==> src/rtl/hack_cpu_ctrl_pkg.sv <==
// Shared constants for the Hack CPU controller: instruction field bit
// positions, the default reset PC and the jump-condition helper.
package hack_cpu_ctrl_pkg;

  localparam int IS_C    = 15;
  localparam int ABIT    = 12;
  localparam int COMP_HI = 11;
  localparam int COMP_LO = 6;
  localparam int DEST_A  = 5;
  localparam int DEST_D  = 4;
  localparam int DEST_M  = 3;
  localparam int J_LT    = 2;
  localparam int J_EQ    = 1;
  localparam int J_GT    = 0;

  localparam logic [15:0] RESET_PC_DEFAULT = 16'h0000;

  // Jump bits are {lt, eq, gt}; gt means strictly positive (neither ng nor zr).
  function automatic logic jump_taken(input logic [2:0] j, input logic zr, input logic ng);
    return (j[J_LT] & ng) | (j[J_EQ] & zr) | (j[J_GT] & ~ng & ~zr);
  endfunction

endpackage

==> src/rtl/hack_cpu_ctrl_pc.sv <==
// Hack program counter: 16-bit register, priority reset > load > inc > hold.
// Increment wraps FFFF -> 0000.
module hack_pc #(
  parameter logic [15:0] RESET_VAL = 16'h0000
) (
  input  logic        clock,
  input  logic        reset_n,
  input  logic        load,
  input  logic        inc,
  input  logic [15:0] din,
  output logic [15:0] q
);

  logic [15:0] r_q;

  always_ff @(posedge clock) begin
    if (!reset_n)  r_q <= RESET_VAL;
    else if (load) r_q <= din;
    else if (inc)  r_q <= r_q + 16'd1;
  end

  assign q = r_q;

endmodule

==> src/rtl/hack_cpu_ctrl.sv <==
// Hack CPU sequencing/control: decodes instructions for the external ALU and
// owns A, D and PC. Optional halt detection under HACK_HALT_DETECT_EN.
module hack_cpu_ctrl
  import hack_cpu_ctrl_pkg::*;
#(
  parameter logic [15:0] RESET_PC = RESET_PC_DEFAULT
) (
  input  logic        clock,
  input  logic        reset_n,
  input  logic        instr_valid,
  input  logic [15:0] instruction,
  input  logic [15:0] inM,
  input  logic [15:0] alu_out,
  input  logic        zr,
  input  logic        ng,
  output logic [15:0] alu_x,
  output logic [15:0] alu_y,
  output logic        zx,
  output logic        nx,
  output logic        zy,
  output logic        ny,
  output logic        f,
  output logic        no,
  output logic [15:0] outM,
  output logic        writeM,
  output logic [15:0] addressM,
  output logic [15:0] pc
`ifdef HACK_HALT_DETECT_EN
  ,
  output logic        halted
`endif
);

  // instr_valid is a one-way strobe with no backpressure: when high, the word
  // on instruction executes at this edge; when low, no architectural state moves.
  logic [15:0] r_a;
  logic [15:0] r_d;
  logic        w_is_c;
  logic        w_frozen;
  logic        w_exec;
  logic        w_jmp;
  logic [15:0] w_pc;

  assign w_is_c = instruction[IS_C];

`ifdef HACK_HALT_DETECT_EN
  logic r_halted;
  logic w_self_jump;

  assign w_frozen    = r_halted;
  assign w_self_jump = w_exec & w_is_c & (instruction[J_LT:J_GT] == 3'b111) & (r_a == w_pc);

  always_ff @(posedge clock) begin
    if (!reset_n)         r_halted <= 1'b0;
    else if (w_self_jump) r_halted <= 1'b1;
  end

  assign halted = r_halted;
`else
  assign w_frozen = 1'b0;
`endif

  assign w_exec = instr_valid & ~w_frozen;
  assign w_jmp  = w_exec & w_is_c & jump_taken(instruction[J_LT:J_GT], zr, ng);

  always_comb begin
    {zx, nx, zy, ny, f, no} = 6'b0;
    if (instr_valid && w_is_c)
      {zx, nx, zy, ny, f, no} = instruction[COMP_HI:COMP_LO];
  end

  assign alu_x    = r_d;
  assign alu_y    = (w_is_c && instruction[ABIT]) ? inM : r_a;
  assign outM     = alu_out;
  assign addressM = r_a;
  assign writeM   = w_exec & w_is_c & instruction[DEST_M];

  always_ff @(posedge clock) begin
    if (!reset_n) begin
      r_a <= 16'h0000;
      r_d <= 16'h0000;
    end else if (w_exec) begin
      if (!w_is_c)                  r_a <= instruction;
      else if (instruction[DEST_A]) r_a <= alu_out;
      if (w_is_c && instruction[DEST_D]) r_d <= alu_out;
    end
  end

  // Jump target is the pre-edge A, so a simultaneous dest-A write never redirects.
  hack_pc #(
    .RESET_VAL(RESET_PC)
  ) u_pc (
    .clock  (clock),
    .reset_n(reset_n),
    .load   (w_jmp),
    .inc    (w_exec),
    .din    (r_a),
    .q      (w_pc)
  );

  assign pc = w_pc;

endmodule

==> config.mk <==
export PLATFORM = sky130hd
export DESIGN_NAME = hack_cpu_ctrl
export DESIGN_NICKNAME = d
export VERILOG_FILES = /design/src/rtl/hack_cpu_ctrl_pkg.sv /design/src/rtl/hack_cpu_ctrl_pc.sv /design/src/rtl/hack_cpu_ctrl.sv
export SDC_FILE = /design/constraint.sdc
export NUM_CORES = 1
export LEC_CHECK = 0
export BUFFER_PORTS_ARGS = -buffer_cell sky130_fd_sc_hd__buf_2
export CAP_MARGIN = 5
export CELL_PAD_IN_SITES_DETAIL_PLACEMENT = 1
export CELL_PAD_IN_SITES_GLOBAL_PLACEMENT = 1
export CORE_AREA = 2 2 91 102
export DETAILED_ROUTE_END_ITERATION = 8
export DIE_AREA = 0 0 93 104
export MAX_ROUTING_LAYER = met4
export PLACE_DENSITY = 0.78
export REMOVE_ABC_BUFFERS = 1
export SETUP_SLACK_MARGIN = 0.1
export SYNTH_ARGS = -nofsm -noshare
export SYNTH_HDL_FRONTEND = slang
export SYNTH_HIERARCHICAL = 1
export SYNTH_SLANG_ARGS = --single-unit
==> constraint.sdc <==
create_clock -name clock -period 1.8 [get_ports clock]
set_input_delay 0.09 -clock clock [delete_from_list [all_inputs] [get_ports clock]]
set_output_delay 0.09 -clock clock [all_outputs]
set_load 0.02 [all_outputs]
# Word level (Yosys, flattened, before mapping)
# Index checks and enable logic that the tools add are counted.
dict set report word_totals {
  input_bits 53
  elab_cells 33
  ff_bits 48
}
dict set report classes {
  n_eq_ne 1
  n_reduce_logical 6
  n_bitwise 11
  addsub 1
  muxes 11
}
# operator n
set op_table {}
lappend op_table {{two-way mux 16 bit} 5}
lappend op_table {{adder 16 x 1 -> 16 bit (second input constant)} 1}
lappend op_table {{AND 1 bit} 7}
lappend op_table {{two-way mux 1 bit} 6}
lappend op_table {{AND reduction 2 bit} 2}
lappend op_table {{logical AND 1 bit} 3}
lappend op_table {{inequality test 2 bit (second input constant)} 1}
lappend op_table {{inverter 1 bit} 2}
lappend op_table {{OR 1 bit} 2}
lappend op_table {{nonzero test 2 bit} 1}

# Depth between registers and ports, before layout
dict set report logic_depth {
  word_depth 6
  depth_mapped 8
}

# Cells and area by module
# The synthesis kept the hierarchy.
# module cells_each area_each_um2 instances
set by_module_without_submodules {}
lappend by_module_without_submodules {hack_cpu_ctrl 196 1765.4 1}
lappend by_module_without_submodules {hack_pc 99 919.6 1}

# Least setup slack after synthesis
# No wires, ideal clock.
dict set report synth_timing {
  path_type {reg-to-reg}
  from {reg u_pc.r_q[0], in the netlist u_pc/q[0]}
  to {reg u_pc.r_q[12], in the netlist u_pc/q[12]}
  arrival_time_ns 1.342
  slack_ns 0.326
  period_less_slack_ns 1.474
  stages_incl_launch_ff 6
  required_time_ns 1.667
  n_path_buf 0
  setup_ns 0.133
  path_cell_list {dfxtp_1 ha_1 inv_1 nor4_2 xnor2_1 a21oi_1}
}
dict set report synth_via {
  elab_chain_len 3
}
# element line_no
set synth_rtl {}
lappend synth_rtl {{start, declared} hack_cpu_ctrl_pc.sv:14} ;# logic [15:0] r_q;
lappend synth_rtl {{start signal, assigned} hack_cpu_ctrl_pc.sv:18} ;# else if (load) r_q <= din;
lappend synth_rtl {{start signal, assigned} hack_cpu_ctrl_pc.sv:19} ;# else if (inc) r_q <= r_q + 16'd1;
lappend synth_rtl {{adder 16 x 1 -> 16 bit} hack_cpu_ctrl_pc.sv:19}
lappend synth_rtl {{two-way mux 16 bit} hack_cpu_ctrl_pc.sv:19}
lappend synth_rtl {{two-way mux 16 bit} hack_cpu_ctrl_pc.sv:18}
# No other way between the ends. The select of a mux whose other input is x is not followed.
# A chain may end at the register's enable or synchronous reset.

# Worst setup path after layout
# Same ends and word-level chain as after synthesis.

==> results <==
- TritonCTS built the clock tree.
- The critical path data arrival time is between 1500 and 2000 ps.
- The initial cell density of the core is approximately 31%.
- The first routing iteration left 66 violations.
- For this run, the register share of the synthesized area comes to a little over a third.
- The number of buffers added on ports is between 100 and 150.
- From bottom edge to top edge, the die measures 104 um.
- The type of the tightest min-delay check is input pin to register.
- The final count of pins violating max slew is 0.
- The worst-path cell with the longest stage delay is sky130_fd_sc_hd__dfxtp_1.
- The total setup violations reported at the end of the flow is 0.
- For the worst-skew pair, the clock arrives at the later sink with an insertion delay of approximately 300 ps.
- The hold path depth is 3.
- The number of global-route vias before repair is 2518.
- Together, buffers and inverters on the worst path number 1.
- The power density normalized to cell area is 778.9 nW/um^2.
- Dividing the detail-routed wire length by the instance count gives around 16 um.
- The worst hold path begins at alu_out[14].
- In the routed design, unresolved DRC markers number 0.
- Leaving out filler cells and counting taps, the final layout contains 525.
- The area growth from synthesis to layout is 29.12%.
- Global routing used between 20 and 30% of the available met2 tracks.
- The estimated wirelength of the detail-placed design is 6557 um.
- Dividing the detail-routed via count by the number of cells gives between 4 and 5.
- The die width is a little over 90 um.
- The cell area that synthesis handed to floorplanning was between 2000 and 3000 sq um.
- The synthesized netlist contains 34 unique library cells.
- The routed design could run at a clock period as short as between 1500 and 2000 ps.
- Setup slack closes at between 200 and 300 ps.
- The leading area contributor after synthesis is sky130_fd_sc_hd__dfxtp_1.
- Entering global routing, the biggest net connects 32 pins.
- The initial antenna violation count is 0.
- Global routing consumed, over all layers together, ~17% of the routing resources.
- The register-to-register path setup slack is between 200 and 300 ps.
- For this run, the share of the core covered by cells in the final layout is 40.09%.
- The number of top-level pins is 140.
- The met1 capacity usage during global routing is approximately a fifth.
- The clock root buffer master is sky130_fd_sc_hd__clkbuf_8.
- The layer flagged by global routing as most heavily used is met2.
- Once the clock tree was built, the resizer swapped 0 gates to a different size.
- In this run the remaining antenna-violating nets after routing total 0.
- The overall die area is between 9000 and 10000 sq um.
- The floorplan core area is slightly below 9000 sq um.
- The number of hold violations in the final report is 0.
- The clock net in this run drives a total of 48 sinks.
- Summed over all failing endpoints, the final setup total negative slack is 0 ps.
- In the finished design, the share of the clock period the worst path needs comes to 84.87%.
- In the global route stage, met3 resource usage came out at under 10%.
- In this run the static leakage power is between 1.5 and 2 nW.
- The total overflow left after global routing is 0.
- The share of flip-flops with an asynchronous set or reset after synthesis is 0%.
- The start-to-end type of the worst setup path is register to register.
- The nature of the critical path startpoint is a register.
- The number of placed cells counting well taps is a little over 500.
- The number of synthesis warnings is 6.
- The final layout contains around 460 nets.
- The clock slew seen by the registers of the worst setup and hold paths is 90 ps.
- Traced cell by cell, the critical path runs through ha_1 > inv_1 > nor4_2 > xnor2_1 > a21oi_1.
- The critical path capture point type is a register.
- The post-CTS repair timing setup buffer count is 0.
- VDD sags by at most ~0.00045 V.
- The final route contains roughly 2600 vias.
- Setup repair after global routing left no endpoint under its margin.
- The final layout contains routed wiring with a total length of about 8400 um.
- Summed over its instances, the top area cell type makes up between 30% and 40% of the synthesized netlist area.
- In this run the tightest slew margin relative to its limit is between 50 and 60%.
- The cell count after synthesis is between 200 and 300.
- The total of flip-flops plus latches after synthesis is between 40 and 50.
- In the synthesized netlist the dominant register cell turns out to be sky130_fd_sc_hd__dfxtp_1.
- The cell row count is 36.
- For the worst setup path, the data required time is 1960 ps.
- Across the run, the number of max-cap violations was 0.
- The first detailed-routing pass took 4 iterations.
- For hold timing, the worst endpoint is alu_x[14].
- The clock passes through at most 2 buffers.
- The global placer's final weighted congestion is around 0.72.
- Of the cells placed in the final design, the portion with a size suffix greater than 1 is a little under half.
- By area the synthesized netlist is led by sky130_fd_sc_hd__dfxtp_1 (36%), sky130_fd_sc_hd__mux2_2 (6.7%), sky130_fd_sc_hd__mux2i_1 (5.6%), sky130_fd_sc_hd__a21oi_1 (4.8%), sky130_fd_sc_hd__buf_4 (4.8%).
- In this design, the stage delay of the slowest critical-path cell is 430 ps.
- In this run the critical register-to-register path is captured at u_pc/q[12].
- The number of diodes is 0.
- The first-pass GRT wire length is 13170 um.
- Before CTS, the worst setup slack after placement is approximately 300 ps.
- The clock buffer count from CTS is 5.
- The post-route clock skew is between 9 and 10 ps.
- For this design, the CTS-stage hold fixing added 0 buffers.
- The transition time at the pin with the least slew margin is 686.8 ps.
- The largest fanout of any net on the critical path is 6.
- The cell depth of the worst flop-to-flop path is 5.
- On the critical path the largest part of the delay comes from flip-flops.
- In this run the number of H-tree levels came out at 2.
- The startpoint identified for the worst register-to-register timing path is u_pc/q[0].
- The maximum achievable frequency is 654.6 MHz.
- Counting flops with a built-in enable in the synthesized netlist gives 0.
- The flow ran to the end, and the final reports show no timing, DRC or antenna violations.
- A synthesized cell averages slightly above 9 sq um.
[metal layers]
metal	up-vias	part of all wire, %
met5	-	0
met4	0	1.5
met3	8	4.0
met2	62	52
met1	1209	42
li1	1272	-
[final cells by class]
cell class | count | area [sq um]
clock buffer | 7 | 96.34
clock inverter | 1 | 30.03
fill | 1074 | 5181
inverter | 6 | 22.52
multi-input combinational | 201 | 1439
sequential | 48 | 960.9
tap | 114 | 142.6
timing repair buffer | 148 | 775.7
[logic make-up (layout without fill, tap and decap cells)]
family                   after synthesis  after routing  synth area share, %
AND/OR/NAND/NOR                       78             78                17.66
AO/OA/AOI/OAI                         76             76                18.27
flip-flops                            48             48                35.79
buffers and inverters                 46            162                10.62
multiplexers                          31             31                12.30
XOR/XNOR                              15             15                4.893
adder cells (fa/ha/maj)                1              1               0.4659
[worst reg2reg max path: cells and delay by family, from the launching register on]
kind            cells  cell delay [ps]
flops               1              430
simple gates        1              320
fa+ha+maj           1              270
xor+xnor            1              150
buf+inv             1              130
compound gates      1               80
[sequential cells by signal (all words and copies together) (netlist names)]
register / count
u_pc/q: 16
alu_x: 16
addressM: 16
[cells in the mapped netlist (all sizes together), types with 8 or more instances]
cell and count:
a211oi 14, clkbuf 8, o21ai 28, mux2 16
a21oi 26, nand3 19, buf 32, dfxtp 48
and3 8, mux2i 15, nand2 31, xnor2 12
[where the power goes]
part	switching (W)	internal, W
sequential	0.0000760	0.00112
combinational	0.000396	0.000253
clock	0.000361	0.000490
[metrics by stage]
stage	instance area, sq um	total power, W	hold WS (ps)
after global placement	3341	0.001861	331.5
final	3467	0.002700	28.34
after CTS	3467	0.002726	22.85
after global routing	3467	0.002825	37.97
after floorplan	2422	0.001542	180.0
after detailed placement	3341	0.001879	342.3
[cells in the final DEF, fill, tap and decap left out, drive strengths merged]
cell type  synthesis  layout
a21oi             26      26
a211oi            14      14
xnor2             12      12
nor2               2       2
nand3             19      19
inv                6       6
bufinv             0       1
nor3               4       4
o21ai             28      28
dfxtp             48      48
a22oi              1       1
o32ai              1       1
and2               1       1
mux2i             15      15
nand2b             1       1
nand2             31      31
clkbuf             8       7
o2111ai            1       1
and3               8       8
mux2              16      16
nand4              6       6
nor4               6       6
buf               32     148
ha                 1       1
o211a              5       5
xor2               3       3
[worst max path at each step]
stage / from / to / slack (ps) / cells after the start
after floorplan: u_pc/q[0] / u_pc/q[12] / 310 / 5
after global placement: u_pc/q[0] / u_pc/q[12] / 330 / 5
after detailed placement: u_pc/q[1] / u_pc/q[12] / 290 / 5
after CTS: u_pc/q[1] / u_pc/q[12] / 270 / 5
after global routing: u_pc/q[1] / u_pc/q[6] / 130 / 5
final: u_pc/q[0] / u_pc/q[12] / 270 / 5
(Power assumes the default switching activity.)
